`src/rtl/ttt_pkg.sv`:
```
// ttt_pkg: cell encodings, scheduler state codes and board size shared by the move scheduler.
package ttt_pkg;
    localparam logic [1:0] CELL_EMPTY  = 2'b00;
    localparam logic [1:0] CELL_PLAYER = 2'b01;
    localparam logic [1:0] CELL_COMP   = 2'b10;
    localparam int NUM_CELLS = 9;
    typedef enum logic [5:0] {
        S_CLEAR = 6'b000001,
        S_WAIT  = 6'b000010,
        S_CHECK = 6'b000100,
        S_WRITE = 6'b001000,
        S_EVAL  = 6'b010000,
        S_DONE  = 6'b100000
    } state_t;
    function automatic logic addr_ok(input logic [3:0] a);
        return a != 4'd0 && a <= 4'(NUM_CELLS);
    endfunction
endpackage

```
`src/rtl/ttt_turn_timer.sv`:
```
// ttt_turn_timer: counts enabled cycles and flags expiry on the LIMIT-th one; LIMIT = 0 never expires.
module ttt_turn_timer #(
    parameter int LIMIT = 1000,
    parameter int TO_W  = 10
) (
    input  logic clk,
    input  logic rstn,
    input  logic i_en,
    input  logic i_clr,
    output logic o_expire
);
    localparam logic [TO_W-1:0] LAST = TO_W'(LIMIT > 0 ? LIMIT - 1 : 0);
    logic [TO_W-1:0] r_cnt;
    always_ff @(posedge clk or negedge rstn) begin
        if (!rstn) r_cnt <= '0;
        else r_cnt <= i_clr ? '0 : i_en ? r_cnt + 1'b1 : r_cnt;
    end
    assign o_expire = (LIMIT > 0) && i_en && r_cnt == LAST;
endmodule

```
`src/rtl/ttt_move_sched.sv`:
```
// ttt_move_sched: alternates player/computer turns on the shared board write port and sequences clear, check, write and result evaluation.
module ttt_move_sched import ttt_pkg::*; #(
    parameter logic FIRST_MOVER  = 1'b1,
    parameter int   COMP_TIMEOUT = 1000,
    parameter int   TO_W         = 10
) (
    input  logic       clk,
    input  logic       rstn,
    input  logic       new_game,
    input  logic       player_req,
    input  logic [3:0] player_addr,
    output logic       player_ack,
    input  logic       computer_req,
    input  logic [3:0] computer_addr,
    output logic       computer_ack,
    output logic       ack_err,
    output logic [3:0] board_rd_addr,
    input  logic [1:0] board_rd_data,
    output logic       board_wr_en,
    output logic [3:0] board_wr_addr,
    output logic [1:0] board_wr_data,
    input  logic       result_valid,
    input  logic       result_win,
    input  logic       result_winner,
    input  logic       result_draw,
    output logic       turn,
    output logic       illegal_move,
    output logic [3:0] move_cnt,
    output logic       game_over,
    output logic       win,
    output logic       winner,
    output logic       draw
);
    state_t r_state;
    logic [3:0] r_clr_cnt, r_addr_q, r_wr_addr, r_move_cnt;
    logic [1:0] r_wr_data;
    logic r_wr_en, r_pack, r_cack, r_ack_err, r_turn, r_illegal, r_win, r_winner, r_draw;
    logic w_on_req, w_off_req, w_busy, w_reject, w_to_en, w_expire, w_sup;
    logic [3:0] w_on_addr;

    assign w_on_req  = r_turn ? player_req : computer_req;
    assign w_off_req = r_turn ? computer_req : player_req;
    assign w_on_addr = r_turn ? player_addr : computer_addr;
    // a rejected requester still holds req while its ack is showing; skip it for that cycle
    assign w_busy    = r_pack | r_cack;
    assign w_reject  = !addr_ok(r_addr_q) || board_rd_data != CELL_EMPTY;
    assign w_to_en   = r_state == S_WAIT && !r_turn;
    assign w_sup     = new_game && r_state == S_WRITE;

    ttt_turn_timer #(.LIMIT(COMP_TIMEOUT), .TO_W(TO_W)) u_timer (
        .clk(clk), .rstn(rstn), .i_en(w_to_en), .i_clr(!w_to_en), .o_expire(w_expire)
    );

    always_ff @(posedge clk or negedge rstn) begin
        if (!rstn) begin
            r_state <= S_CLEAR;
            r_clr_cnt <= 4'd1;
            r_addr_q <= '0;
            r_wr_addr <= '0;
            r_wr_data <= CELL_EMPTY;
            r_wr_en <= 1'b0;
            r_pack <= 1'b0;
            r_cack <= 1'b0;
            r_ack_err <= 1'b0;
            r_illegal <= 1'b0;
            r_turn <= FIRST_MOVER;
            r_move_cnt <= '0;
            r_win <= 1'b0;
            r_winner <= 1'b0;
            r_draw <= 1'b0;
        end else begin
            r_wr_en <= 1'b0;
            r_pack <= 1'b0;
            r_cack <= 1'b0;
            r_ack_err <= 1'b0;
            r_illegal <= 1'b0;
            if (new_game) begin
                r_state <= S_CLEAR;
                r_clr_cnt <= 4'd1;
                r_turn <= FIRST_MOVER;
                r_move_cnt <= '0;
                r_win <= 1'b0;
                r_winner <= 1'b0;
                r_draw <= 1'b0;
            end else begin
                case (r_state)
                    S_CLEAR: begin
                        r_wr_en <= 1'b1;
                        r_wr_addr <= r_clr_cnt;
                        r_wr_data <= CELL_EMPTY;
                        r_clr_cnt <= r_clr_cnt + 4'd1;
                        if (r_clr_cnt == 4'(NUM_CELLS)) r_state <= S_WAIT;
                    end
                    S_WAIT: begin
                        r_illegal <= w_off_req;
                        if (w_on_req && !w_busy) begin
                            r_addr_q <= w_on_addr;
                            r_state <= S_CHECK;
                        end else if (w_expire) begin
                            r_win <= 1'b1;
                            r_winner <= 1'b1;
                            r_state <= S_DONE;
                        end
                    end
                    S_CHECK: begin
                        r_pack <= r_turn;
                        r_cack <= !r_turn;
                        if (w_reject) begin
                            r_ack_err <= 1'b1;
                            r_illegal <= 1'b1;
                            r_state <= S_WAIT;
                        end else begin
                            r_wr_en <= 1'b1;
                            r_wr_addr <= r_addr_q;
                            r_wr_data <= r_turn ? CELL_PLAYER : CELL_COMP;
                            r_move_cnt <= r_move_cnt + 4'd1;
                            r_state <= S_WRITE;
                        end
                    end
                    S_WRITE: r_state <= S_EVAL;
                    S_EVAL: begin
                        if (result_valid) begin
                            if (result_win) begin
                                r_win <= 1'b1;
                                r_winner <= result_winner;
                                r_state <= S_DONE;
                            end else if (result_draw) begin
                                r_draw <= 1'b1;
                                r_state <= S_DONE;
                            end else begin
                                r_turn <= !r_turn;
                                r_state <= S_WAIT;
                            end
                        end
                    end
                    S_DONE: r_state <= S_DONE;
                    default: r_state <= S_CLEAR;
                endcase
            end
        end
    end

    assign player_ack    = r_pack && !w_sup;
    assign computer_ack  = r_cack && !w_sup;
    assign ack_err       = r_ack_err;
    assign board_rd_addr = r_addr_q;
    assign board_wr_en   = r_wr_en;
    assign board_wr_addr = r_wr_addr;
    assign board_wr_data = r_wr_data;
    assign turn          = r_turn;
    assign illegal_move  = r_illegal;
    assign move_cnt      = r_move_cnt;
    assign game_over     = r_state == S_DONE;
    assign win           = r_win;
    assign winner        = r_winner;
    assign draw          = r_draw;
endmodule

```
`config.mk`:
```
export PLATFORM = sky130hd
export DESIGN_NAME = ttt_move_sched
export DESIGN_NICKNAME = d
export VERILOG_FILES = /design/src/rtl/ttt_pkg.sv /design/src/rtl/ttt_turn_timer.sv /design/src/rtl/ttt_move_sched.sv
export SDC_FILE = /design/constraint.sdc
export NUM_CORES = 1
export LEC_CHECK = 0
export BUFFER_PORTS_ARGS = -buffer_cell sky130_fd_sc_hd__buf_4
export CORE_UTILIZATION = 55
export DETAILED_ROUTE_END_ITERATION = 7
export PLACE_DENSITY_LB_ADDON = 0.08
export SYNTH_ARGS = -nofsm -noshare
export SYNTH_HDL_FRONTEND = slang
export SYNTH_HIERARCHICAL = 1
export SYNTH_SLANG_ARGS = --single-unit
```
`constraint.sdc`:
```
create_clock -name clk -period 3 [get_ports clk]
set_input_delay 0.3 -clock clk [delete_from_list [all_inputs] [get_ports clk]]
set_output_delay 0.3 -clock clk [all_outputs]
set_load 0.01 [all_outputs]
```
==> impl_metrics.json <==
{
  "outcome": "complete, but fails checks",
  "violations": "hold timing",
  "worstPathMaxFanout": 14,
  "final_core_utilization_pct": 69.93,
  "final_hold_violation_count": 40,
  "timing.critical_path.from_type": "flip-flop",
  "crit_path_end_kind": "flip-flop",
  "final_common_cell": "buf_4",
  "slew-limit-headroom_pct": 63.14,
  "areaGrowthSynthToFinish_pct": 17.81,
  "final_wl_mm": 4.398,
  "peakVddDrop_uv": 423.6,
  "r2r.worst_path.cells": 9,
  "finalNonFillerCells": 302,
  "synth_warnings": 6,
  "power.sequential.fraction_pct": 48.2,
  "die-width_um": 66.03,
  "drive_gt1_share_pct": 27.17,
  "dp.final_hpwl_mm": 3.090,
  "drc": 0,
  "drt.antenna.violating_nets": 0,
  "global_route_wire_length_before_repair_mm": 7.527,
  "register_bit_total_from_synthesis": 43,
  "cts.repair_timing.setup_buffer_count": 0,
  "grt_max_degree": 44,
  "worst_setup_hold_path_clk_slew_ns": 0.08,
  "number_of_i_o_port_buffers": 42,
  "switching_power_share_of_the_total_pct": 31.41,
  "clock_skew_ns": 0.01073,
  "num_io_pins": 43,
  "grt_antenna_before_repair": 0,
  "detail_route.iter0.violations": 126,
  "clock_sink_total": 43,
  "share_comb_of_total_power_pct": 26.4,
  "grt.overflow.total": 0,
  "via_count": 1726,
  "row_count": 22,
  "synth.yosys.seq_area_share_pct": 47.89,
  "timing.max_cap.violations": 0,
  "clk_root_buffer_cell": "clkbuf_8",
  "max-clock-path-buffers": 2,
  "critical_path_required_ns": 3.18,
  "initial_utilization_pct": 59.35,
  "p_per_area_nw_per_um2": 580.7,
  "total_power_w": 0.001543,
  "drt-vias-per-instance": 5.715,
  "worst-r2r-setup-slack_ns": 0.39,
  "rr_startpoint": "r_state[2]",
  "worst-setup-path-type": "flip-flop to flip-flop",
  "internal_power_w": 0.001058,
  "first_pass_iters": 4,
  "cts_tree": "built",
  "inst_count_dp": 294,
  "total_net_switching_power_w": 0.0004844,
  "worstSkewPairLatency_ns": 0.30,
  "finalSetupTns_ns": 0,
  "final_min_period_over_clock_period_pct": 87.11,
  "synth_edf_count": 0,
  "netlist-cell-type-count": 48,
  "final_net_count": 276,
  "grt_usage_pct": 23.04,
  "n_antenna_cell": 0,
  "async_set_or_reset_register_ratio_after_synthesis_pct": 100.0,
  "final_cell_mix": "42 x buf_4, 40 x dfrtp_1, 25 x nor2_1, 18 x a21oi_1, 8 x mux2i_1",
  "ys_dominant_reg_cell": "dfrtp_1",
  "arrival_time_at_the_worst_endpoint_ns": 2.79,
  "cts.hold.buffers_added": 0,
  "finalHoldWorstSlack_ns": -0.02394,
  "synthesis.instances": 216,
  "setup_viol": 0,
  "rsz0062_at_grt": "no",
  "cts-buffers-inserted": 5,
  "gp_congestion": 0.7970,
  "power.share.clock_pct": 25.3,
  "cts.repair.resized": 0,
  "syn_area_um2": 2255,
  "syn-num-nets": 239,
  "cts_max_level": 2,
  "coreArea_um2": 3799,
  "post_synth.cell_area_avg_um2": 10.44,
  "fmax_ghz": 0.3826,
  "min_cycle_time_layout_ns": 2.613,
  "min_path_type": "primary input to asynchronous set/reset pin",
  "reported_leakage_power_nw": 1.227,
  "post_drt_wl_per_cell_um": 14.56,
  "fp.dieH_um": 66.03,
  "reg2reg_to": "r_state[1]",
  "number_of_global_route_vias_before_repair": 1613,
  "die_area_um2": 4359,
  "transition_time_of_the_tightest_slew_check_pin_ns": 0.5504,
  "finalMaxSlewViolations": 0
}
## sequential cells by signal, summed over array words and instances, names as in the netlist
name / flops
board_wr_en: 1
board_wr_addr: 4
draw: 1
u_timer/r_cnt: 10
illegal_move: 1
r_cack: 1
board_rd_addr: 4
board_wr_data: 2
ack_err: 1
winner: 1
r_clr_cnt: 4
r_state: 6
r_pack: 1
move_cnt: 4
win: 1
turn: 1
## metrics by stage
step	setup WS, ns	hold slack (ns)	instance area (µm²)
final	0.3866	-0.02394	2656
after global routing	0.1794	0.02141	2656
after CTS	0.4184	0.002938	2656
after detailed placement	0.4322	0.3263	2557
after global placement	0.5019	0.3234	2557
after floorplan	0.7975	0.004409	2255
## per-layer routing
metal  share of wire (%)  GRT usage [%]  vias up  wire (µm)
met5                   0              0        -          0
met4                 1.2          7.447        0         51
met3                 4.8          5.172        7        209
met2                  48          36.99       39       2094
met1                  46          30.80      839       2041
li1                    -              -      841          -
## worst max-delay path by stage
stage          startpoint         end  slack, ns  depth (start not counted)
2_1_floorplan  r_state[2]  r_state[1]       0.80                         10
3_3_place_gp   r_state[2]  r_state[1]       0.50                          9
3_5_place_dp   r_state[2]  r_state[1]       0.43                          9
4_1_cts        r_state[2]  r_state[1]       0.42                          9
5_1_grt        r_state[2]  r_state[1]       0.18                          9
6_report       r_state[2]  r_state[1]       0.39                          9
## cell type report
| type | instances | area (µm²) |
|---|---|---|
| sequential | 43 | 1080 |
| multi-input combinational | 154 | 1076 |
| timing repair buffer | 42 | 315.3 |
| tap | 48 | 60.06 |
| fill | 300 | 1142 |
| clock buffer | 6 | 82.58 |
| clock inverter | 2 | 16.27 |
| inverter | 7 | 26.28 |
## power by group through the flow
stage               sequential [W]  clock (W)  combinational (W)
floorplan                 0.000724          0           0.000324
global placement          0.000750          0           0.000402
detailed placement        0.000748          0           0.000411
CTS                       0.000741   0.000396           0.000411
global route              0.000753   0.000428           0.000447
finish                    0.000744   0.000391           0.000408
## cell usage after synthesis (all sizes together), types with 7 or more instances
cell / number / area [µm²]
buf: 8 / 57.55
nor3: 7 / 35.03
nand2: 7 / 26.28
inv: 7 / 26.28
mux2i: 8 / 80.08
dfrtp: 40 / 1001
a21oi: 18 / 90.09
mux2: 8 / 105.1
nor2: 26 / 100.1
## critical path, stage by stage (launching register included)
cell      delay (ns)
dfrtp_1         0.43
nor2_1          0.27
nand4b_1        0.26
or2_2           0.47
inv_1           0.25
nand4b_1        0.13
nor4_1          0.27
nor4_1          0.10
a211oi_1        0.23
a21oi_1         0.09
## kinds of logic (layout without fill, tap and decap cells)
group / Yosys count / after routing / share of synthesized area [%]
AND/OR/NAND/NOR: 82 / 82 / 21.48
adder cells (fa/ha/maj): 4 / 4 / 2.220
AO/OA/AOI/OAI: 40 / 40 / 11.15
XOR/XNOR: 12 / 12 / 4.661
multiplexers: 16 / 16 / 8.213
buffers and inverters: 19 / 57 / 4.384
flip-flops: 43 / 43 / 47.89
No activity file was read; power rests on OpenSTA's default activity.
